File: src/rtl/sum_stationary_pkg.sv
// Shared types and sizing helpers for the output-stationary MAC array.
package sum_stationary_pkg;

  typedef enum logic [1:0] {
    FEED  = 2'd0,
    FLUSH = 2'd1,
    DRAIN = 2'd2
  } state_e;

  function automatic int acc_width(input int dw, input int max_k);
    return 2 * dw + $clog2(max_k);
  endfunction

endpackage

File: src/rtl/ss_mac_pe.sv
// One processing element: mode-aware multiply-accumulate with west->east / north->south forwarding.
module ss_mac_pe
  import sum_stationary_pkg::*;
#(
  parameter int DATA_WIDTH = 8,
  parameter int ACC_WIDTH  = 20
) (
  input  logic                  clk,
  input  logic                  reset_ni,
  input  logic                  en_i,
  input  logic                  clr_i,
  input  logic                  signed_i,
  input  logic [DATA_WIDTH-1:0] west_i,
  input  logic [DATA_WIDTH-1:0] north_i,
  output logic [DATA_WIDTH-1:0] east_o,
  output logic [DATA_WIDTH-1:0] south_o,
  output logic [ACC_WIDTH-1:0]  acc_o
);

  logic signed [DATA_WIDTH:0]     w_ext;
  logic signed [DATA_WIDTH:0]     n_ext;
  logic signed [2*DATA_WIDTH+1:0] prod;
  logic [ACC_WIDTH-1:0]           acc_q, acc_d;
  logic [DATA_WIDTH-1:0]          east_q, south_q;

  // One extra bit lets a single signed multiplier serve both operand modes.
  assign w_ext = {signed_i & west_i[DATA_WIDTH-1], west_i};
  assign n_ext = {signed_i & north_i[DATA_WIDTH-1], north_i};
  assign prod  = w_ext * n_ext;
  assign acc_d = acc_q + ACC_WIDTH'(prod);

  always_ff @(posedge clk or negedge reset_ni) begin
    if (!reset_ni) begin
      acc_q   <= '0;
      east_q  <= '0;
      south_q <= '0;
    end else if (clr_i) begin
      acc_q   <= '0;
      east_q  <= '0;
      south_q <= '0;
    end else if (en_i) begin
      acc_q   <= acc_d;
      east_q  <= west_i;
      south_q <= north_i;
    end
  end

  assign east_o  = east_q;
  assign south_o = south_q;
  assign acc_o   = acc_q;

endmodule

File: src/rtl/sum_stationary_stream.sv
// Output-stationary ROWSxCOLS systolic MAC array with skewed operand feed and row-wise drain.
// state | meaning: FEED accept beats | FLUSH push zeros through skew | DRAIN emit rows 0..ROWS-1
module sum_stationary_stream
  import sum_stationary_pkg::*;
#(
  parameter int DATA_WIDTH = 8,
  parameter int ROWS       = 4,
  parameter int COLS       = 4,
  parameter int MAX_K      = 16,
  parameter int ACC_WIDTH  = acc_width(DATA_WIDTH, MAX_K),
  localparam int RW        = (ROWS > 1) ? $clog2(ROWS) : 1
) (
  input  logic                            clk,
  input  logic                            reset_ni,
  input  logic                            signed_i,
  input  logic                            in_valid_i,
  output logic                            in_ready_o,
  input  logic                            in_last_i,
  input  logic [ROWS-1:0][DATA_WIDTH-1:0] a_i,
  input  logic [COLS-1:0][DATA_WIDTH-1:0] b_i,
  output logic                            out_valid_o,
  input  logic                            out_ready_i,
  output logic [RW-1:0]                   out_row_o,
  output logic [COLS-1:0][ACC_WIDTH-1:0]  c_o,
  output logic                            kover_o
);

  localparam int FW = $clog2(ROWS + COLS);
  localparam int KW = $clog2(MAX_K + 1);
  localparam logic [FW-1:0] FLUSH_INIT = FW'((ROWS + COLS > 2) ? ROWS + COLS - 3 : 0);

  state_e                         state_q;
  logic                           in_ready_q, out_valid_q, kover_q, mode_q;
  logic [RW-1:0]                  row_q, row_nxt;
  logic [KW-1:0]                  kcnt_q;
  logic [FW-1:0]                  fcnt_q;
  logic [COLS-1:0][ACC_WIDTH-1:0] c_q;

  logic accept, flushing, en, clr, mode_eff, unused_edge;
  logic [DATA_WIDTH-1:0] h_w   [ROWS][COLS+1];
  logic [DATA_WIDTH-1:0] v_w   [ROWS+1][COLS];
  logic [ACC_WIDTH-1:0]  acc_w [ROWS][COLS];

  assign accept   = in_valid_i & in_ready_q;
  assign flushing = (state_q == FLUSH);
  assign en       = accept | flushing;
  assign clr      = (state_q == DRAIN) & out_valid_q & out_ready_i & (row_q == RW'(ROWS - 1));
  // The first beat's MAC happens on the same edge that latches the tile mode.
  assign mode_eff = (accept && kcnt_q == '0) ? signed_i : mode_q;
  assign row_nxt  = row_q + RW'(1);

  for (genvar gi = 0; gi < ROWS; gi++) begin : g_a_skew
    logic [DATA_WIDTH-1:0] a_feed;
    assign a_feed = flushing ? '0 : a_i[gi];
    if (gi == 0) begin : g_pass
      assign h_w[gi][0] = a_feed;
    end else begin : g_dly
      logic [DATA_WIDTH-1:0] line_q [gi];
      always_ff @(posedge clk or negedge reset_ni) begin
        if (!reset_ni) line_q <= '{default: '0};
        else if (clr) line_q <= '{default: '0};
        else if (en) begin
          line_q[0] <= a_feed;
          for (int k = 1; k < gi; k++) line_q[k] <= line_q[k-1];
        end
      end
      assign h_w[gi][0] = line_q[gi-1];
    end
  end

  for (genvar gj = 0; gj < COLS; gj++) begin : g_b_skew
    logic [DATA_WIDTH-1:0] b_feed;
    assign b_feed = flushing ? '0 : b_i[gj];
    if (gj == 0) begin : g_pass
      assign v_w[0][gj] = b_feed;
    end else begin : g_dly
      logic [DATA_WIDTH-1:0] line_q [gj];
      always_ff @(posedge clk or negedge reset_ni) begin
        if (!reset_ni) line_q <= '{default: '0};
        else if (clr) line_q <= '{default: '0};
        else if (en) begin
          line_q[0] <= b_feed;
          for (int k = 1; k < gj; k++) line_q[k] <= line_q[k-1];
        end
      end
      assign v_w[0][gj] = line_q[gj-1];
    end
  end

  for (genvar gi = 0; gi < ROWS; gi++) begin : g_row
    for (genvar gj = 0; gj < COLS; gj++) begin : g_col
      ss_mac_pe #(.DATA_WIDTH(DATA_WIDTH), .ACC_WIDTH(ACC_WIDTH)) u_pe (
        .clk      (clk),
        .reset_ni (reset_ni),
        .en_i     (en),
        .clr_i    (clr),
        .signed_i (mode_eff),
        .west_i   (h_w[gi][gj]),
        .north_i  (v_w[gi][gj]),
        .east_o   (h_w[gi][gj+1]),
        .south_o  (v_w[gi+1][gj]),
        .acc_o    (acc_w[gi][gj])
      );
    end
  end

  // Operands leaving the far edge of the array are dropped.
  always_comb begin
    unused_edge = 1'b0;
    for (int i = 0; i < ROWS; i++) unused_edge = unused_edge ^ (^h_w[i][COLS]);
    for (int j = 0; j < COLS; j++) unused_edge = unused_edge ^ (^v_w[ROWS][j]);
  end

  always_ff @(posedge clk or negedge reset_ni) begin
    if (!reset_ni) begin
      state_q     <= FEED;
      in_ready_q  <= 1'b0;
      out_valid_q <= 1'b0;
      kover_q     <= 1'b0;
      mode_q      <= 1'b0;
      row_q       <= '0;
      kcnt_q      <= '0;
      fcnt_q      <= '0;
      c_q         <= '0;
    end else begin
      case (state_q)
        FEED: begin
          in_ready_q <= 1'b1;
          if (accept) begin
            if (kcnt_q == '0) begin
              mode_q  <= signed_i;
              kover_q <= 1'b0;
            end
            if (in_last_i || kcnt_q == KW'(MAX_K - 1)) begin
              kcnt_q     <= '0;
              in_ready_q <= 1'b0;
              if (!in_last_i) kover_q <= 1'b1;
              if (ROWS + COLS == 2) state_q <= DRAIN;
              else begin
                state_q <= FLUSH;
                fcnt_q  <= FLUSH_INIT;
              end
            end else begin
              kcnt_q <= kcnt_q + KW'(1);
            end
          end
        end
        FLUSH: begin
          if (fcnt_q == '0) state_q <= DRAIN;
          else fcnt_q <= fcnt_q - FW'(1);
        end
        DRAIN: begin
          // First DRAIN cycle registers row 0; later rows load on each handshake.
          if (!out_valid_q) begin
            out_valid_q <= 1'b1;
            for (int j = 0; j < COLS; j++) c_q[j] <= acc_w[row_q][j];
          end else if (out_ready_i) begin
            if (row_q == RW'(ROWS - 1)) begin
              out_valid_q <= 1'b0;
              row_q       <= '0;
              c_q         <= '0;
              in_ready_q  <= 1'b1;
              state_q     <= FEED;
            end else begin
              row_q <= row_nxt;
              for (int j = 0; j < COLS; j++) c_q[j] <= acc_w[row_nxt][j];
            end
          end
        end
        default: state_q <= FEED;
      endcase
    end
  end

  assign in_ready_o  = in_ready_q;
  assign out_valid_o = out_valid_q;
  assign out_row_o   = row_q;
  assign c_o         = c_q;
  assign kover_o     = kover_q;

endmodule

File: config.mk
export PLATFORM = sky130hd
export DESIGN_NAME = sum_stationary_stream
export DESIGN_NICKNAME = d
export VERILOG_FILES = /design/src/rtl/sum_stationary_pkg.sv /design/src/rtl/ss_mac_pe.sv /design/src/rtl/sum_stationary_stream.sv
export SDC_FILE = /design/constraint.sdc
export NUM_CORES = 2
export LEC_CHECK = 0
export CORE_UTILIZATION = 50
export CTS_BUF_LIST = sky130_fd_sc_hd__clkbuf_4 sky130_fd_sc_hd__clkbuf_8
export DETAILED_ROUTE_END_ITERATION = 10
export PLACE_DENSITY = 0.69
export SLEW_MARGIN = 40
export SYNTH_ARGS = -nofsm -noshare
export SYNTH_HDL_FRONTEND = slang
export SYNTH_SLANG_ARGS = --single-unit
File: constraint.sdc
create_clock -name clk -period 8.4 [get_ports clk]
set_input_delay 1.68 -clock clk [delete_from_list [all_inputs] [get_ports clk]]
set_output_delay 1.68 -clock clk [all_outputs]
set_load 0.01 [all_outputs]
==> flow_metrics.tcl <==
set metrics [dict create \
    status "completed" \
    post_synth_xor_area_fraction_pct 5.293 \
    floorplan.die_area_um2 186000 \
    max_slew.worst_pin.slew_ns 0.9266 \
    synth_compound_area_share_pct 12.80 \
    post_synth_and_or_nand_nor_area_fraction_pct 12.33 \
    required_ns 9.22 \
    largest_fanout_on_the_critical_path 5 \
    critPathKind "in -> reg" \
    post_route_cells_drive_above_1_share_pct 14.01 \
    synth_top_area_cell "fa_1" \
    vias_per_cell 5.531 \
    gp_routability_congestion 0.9209 \
    drt_iter0_markers 4690 \
    clkTransAtPathRegs_ns 0.05 \
    rows 157 \
    final_period_minus_worst_setup_slack_ns 8.110 \
    most_common_library_cell_in_the_layout_ignoring_fill_and_taps "inv_1" \
    die_x_um 431.2 \
    chipHeight_um 431.2 \
    period_share_pct 96.55 \
    worstSkewPairLatency_ns 0.93 \
    portion_of_synthesized_cell_area_occupied_by_the_leading_cell_type_pct 24.69 \
    area_delta_synth_final_pct 15.00 \
    number_of_antenna_violations_at_the_first_check_in_global_routing 4 \
    synth-edff-count 0 \
    endpoints_failing_hold 0 \
    synth-main-ff-cell "dfrtp_1" \
    track_usage_pct 27.68 \
    yosys.area_share.adder_pct 37.37 \
    syn_area_per_cell_um2 9.442 \
    io_pins 155 \
    final_critical_path_setup_slack_ns 0.2897 \
    cts_inserted_buffers 143 \
    post_synth_main_area_contributors "fa_1, dfrtp_1, ha_1" \
    mostFrequentLayoutCells "inv_1, fa_1, ha_1" \
    register_bit_count_reported_by_yosys 704 \
    core_um2 183100 \
    critPathCaptureType "flip-flop" \
    nNetsFinal 12640 \
    synth_mux_area_share_pct 3.948 \
    cts-htree-levels 4 \
    clock_sink_count 704 \
    worstPathArrival_ns 8.93 \
    crit_top_cell "fa_1" \
    postSynthCellCount 9757 \
    start_kind "primary input" \
    grt_first_pass_wirelength_um 411300 \
    route.final.wire_length_um 250200 \
    initial_core_util_pct 50.32 \
    min-delay-path-class "reg -> reg" \
    maxCapViolCount 0 \
    slew_headroom_pct 38.23 \
    clock-skew-final_ns 0.06663 \
    route.detailed.drc 0 \
    critical-path-slowest-cell "fa_1" \
    yosysUniqueCellTypes 83 \
    cpPeakStageDelay_ns 0.52 \
    vias 72340 \
    synth_warnings 0 \
    timing_limited_maximum_frequency_ghz 0.1233 \
    number_of_nets_produced_by_synthesis 11900 \
    maximum_number_of_pins_on_one_net_before_global_route_repair 185 \
    tns_ns 0 \
    ys_async_sr_fraction_pct 100.0 \
    max-clock-path-buffers 3 \
    clock_tree.root_cell "clkbuf_8" \
    tritoncts "done" \
    detail-route-antenna-nets 0 \
    drt-wirelength-per-cell_um 19.13 \
    global_route.overflow_total 0 \
    preCtsSetupSlack_ns -1.080 \
    final_max_slew_viol_count 0 \
    setup_violations 0 \
    synth.cell_area_um2 92120 \
    dr.pass1.iters 5 \
    synth.yosys.seq_area_share_pct 19.12 \
    fillCellCount 15840 \
    number_of_global_route_vias_before_repair 77220 \
    buffer_ports.inserted 154 \
    largest_family_of_logic_cells_by_synthesized_area "adder cells" \
    dp_hpwl_um 194200 \
]
[cell usage after synthesis (all sizes together) (26+ instances only)]
library cell and n:
mux4 160, xor2 183, fa 1136, or3 40
xnor2 372, a31oi 34, ha 934, a22o 346
nor3 87, dfrtp 704, o2111ai 29, nor2 357
nand2 775, o21ai 389, clkbuf 436, a211oi 34
o41ai 35, nand3 241, inv 1756, and3 62
nor2b 61, and2 589, a21o 101, or2 45
o31ai 26, a221oi 87, a21oi 350, nand2b 30
o21bai 51, o21a 81, buf 46
[cells by family after synthesis]
logic type                 Yosys count
muxes                              163
DFF                                704
and+or+nand+nor                   2325
AOI/OAI and AO/OA                 1702
buffers and inverters             2238
xor gates and xnor gates           555
adders and majority gates         2070
[per-stage QoR]
stage / utilization, % / instance area (um2) / hold slack, ns / std cells
6_report: 57.86 / 105900 / 0.4752 / 13080
5_1_grt: 57.86 / 105900 / 0.5054 / 13080
4_1_cts: 57.67 / 105600 / 0.4777 / 13060
3_5_place_dp: 55.82 / 102200 / 0.4665 / 12810
3_3_place_gp: 55.78 / 102100 / 0.4498 / 12800
2_1_floorplan: - / 92270 / 0.4396 / 9757
[worst paths after layout]
check,from,end,slack (ns),cells after the start
min,kcnt_q[4],kcnt_q[4],0.48,2
max reg2reg,in_ready_o,g_row[0].g_col[0].u_pe.acc_o[19],0.79,32
max in group asynchronous,reset_ni,out_row_o[0],5.97,4
max,in_valid_i,g_row[0].g_col[0].u_pe.acc_o[19],0.29,33
min reg2reg,kcnt_q[4],kcnt_q[4],0.48,2
min in group asynchronous,reset_ni,g_a_skew[2].g_dly.line_q[9],0.66,1
[critical path: cells and delay by family]
family,cells,cell delay (ns)
simple gates,9,1.66
buf+inv,6,0.47
fa+ha+maj,7,3.10
xor+xnor,2,0.21
compound gates,8,1.46
mux,1,0.36
[final cells by class]
class | count | area (um2) | area share, %
multi-input combinational | 6816 | 66440 | 62.72
sequential | 704 | 17630 | 16.64
timing repair buffer | 1080 | 8853 | 8.357
inverter | 1756 | 6593 | 6.223
tap | 2464 | 3083 | 2.910
clock buffer | 206 | 2654 | 2.505
clock inverter | 49 | 678.2 | 0.6401
antenna | 4 | 10.01 | 0.009448
[routing by layer]
| layer | track usage [%] | up-vias | wire (um) |
|---|---|---|---|
| li1 | - | 33450 | - |
| met1 | 34.69 | 36250 | 102100 |
| met2 | 46.33 | 2045 | 119400 |
| met3 | 3.535 | 595 | 12810 |
| met4 | 15.47 | 4 | 15960 |
| met5 | 0 | - | 23 |
[state kept, by name (all words and copies together), names as in the netlist]
register	flops
in_ready_o	1
kcnt_q	5
g_a_skew.g_dly.line_q	48
mode_q	1
g_b_skew.g_dly.line_q	48
g_row.g_col.u_pe.acc_o	320
kover_o	1
state_q	2
c_o	80
out_row_o	2
fcnt_q	3
g_row.g_col.u_pe.south_o	96
out_valid_o	1
g_row.g_col.u_pe.east_o	96
[what timing repair did]
| item | in CTS | in global routing |
|---|---|---|
| gates resized for setup | 3 | 37 |
| pin swaps | 1 | 25 |
| cloned | 1 | 1 |
| setup endpoints to repair | 6 | 66 |
| buffers inserted | 3 | 5 |
| hold buffers | 0 | 0 |
Power is left out: the tool's default activity adds up to more than one toggle a clock period on the data nets, which glitch-free logic cannot reach.
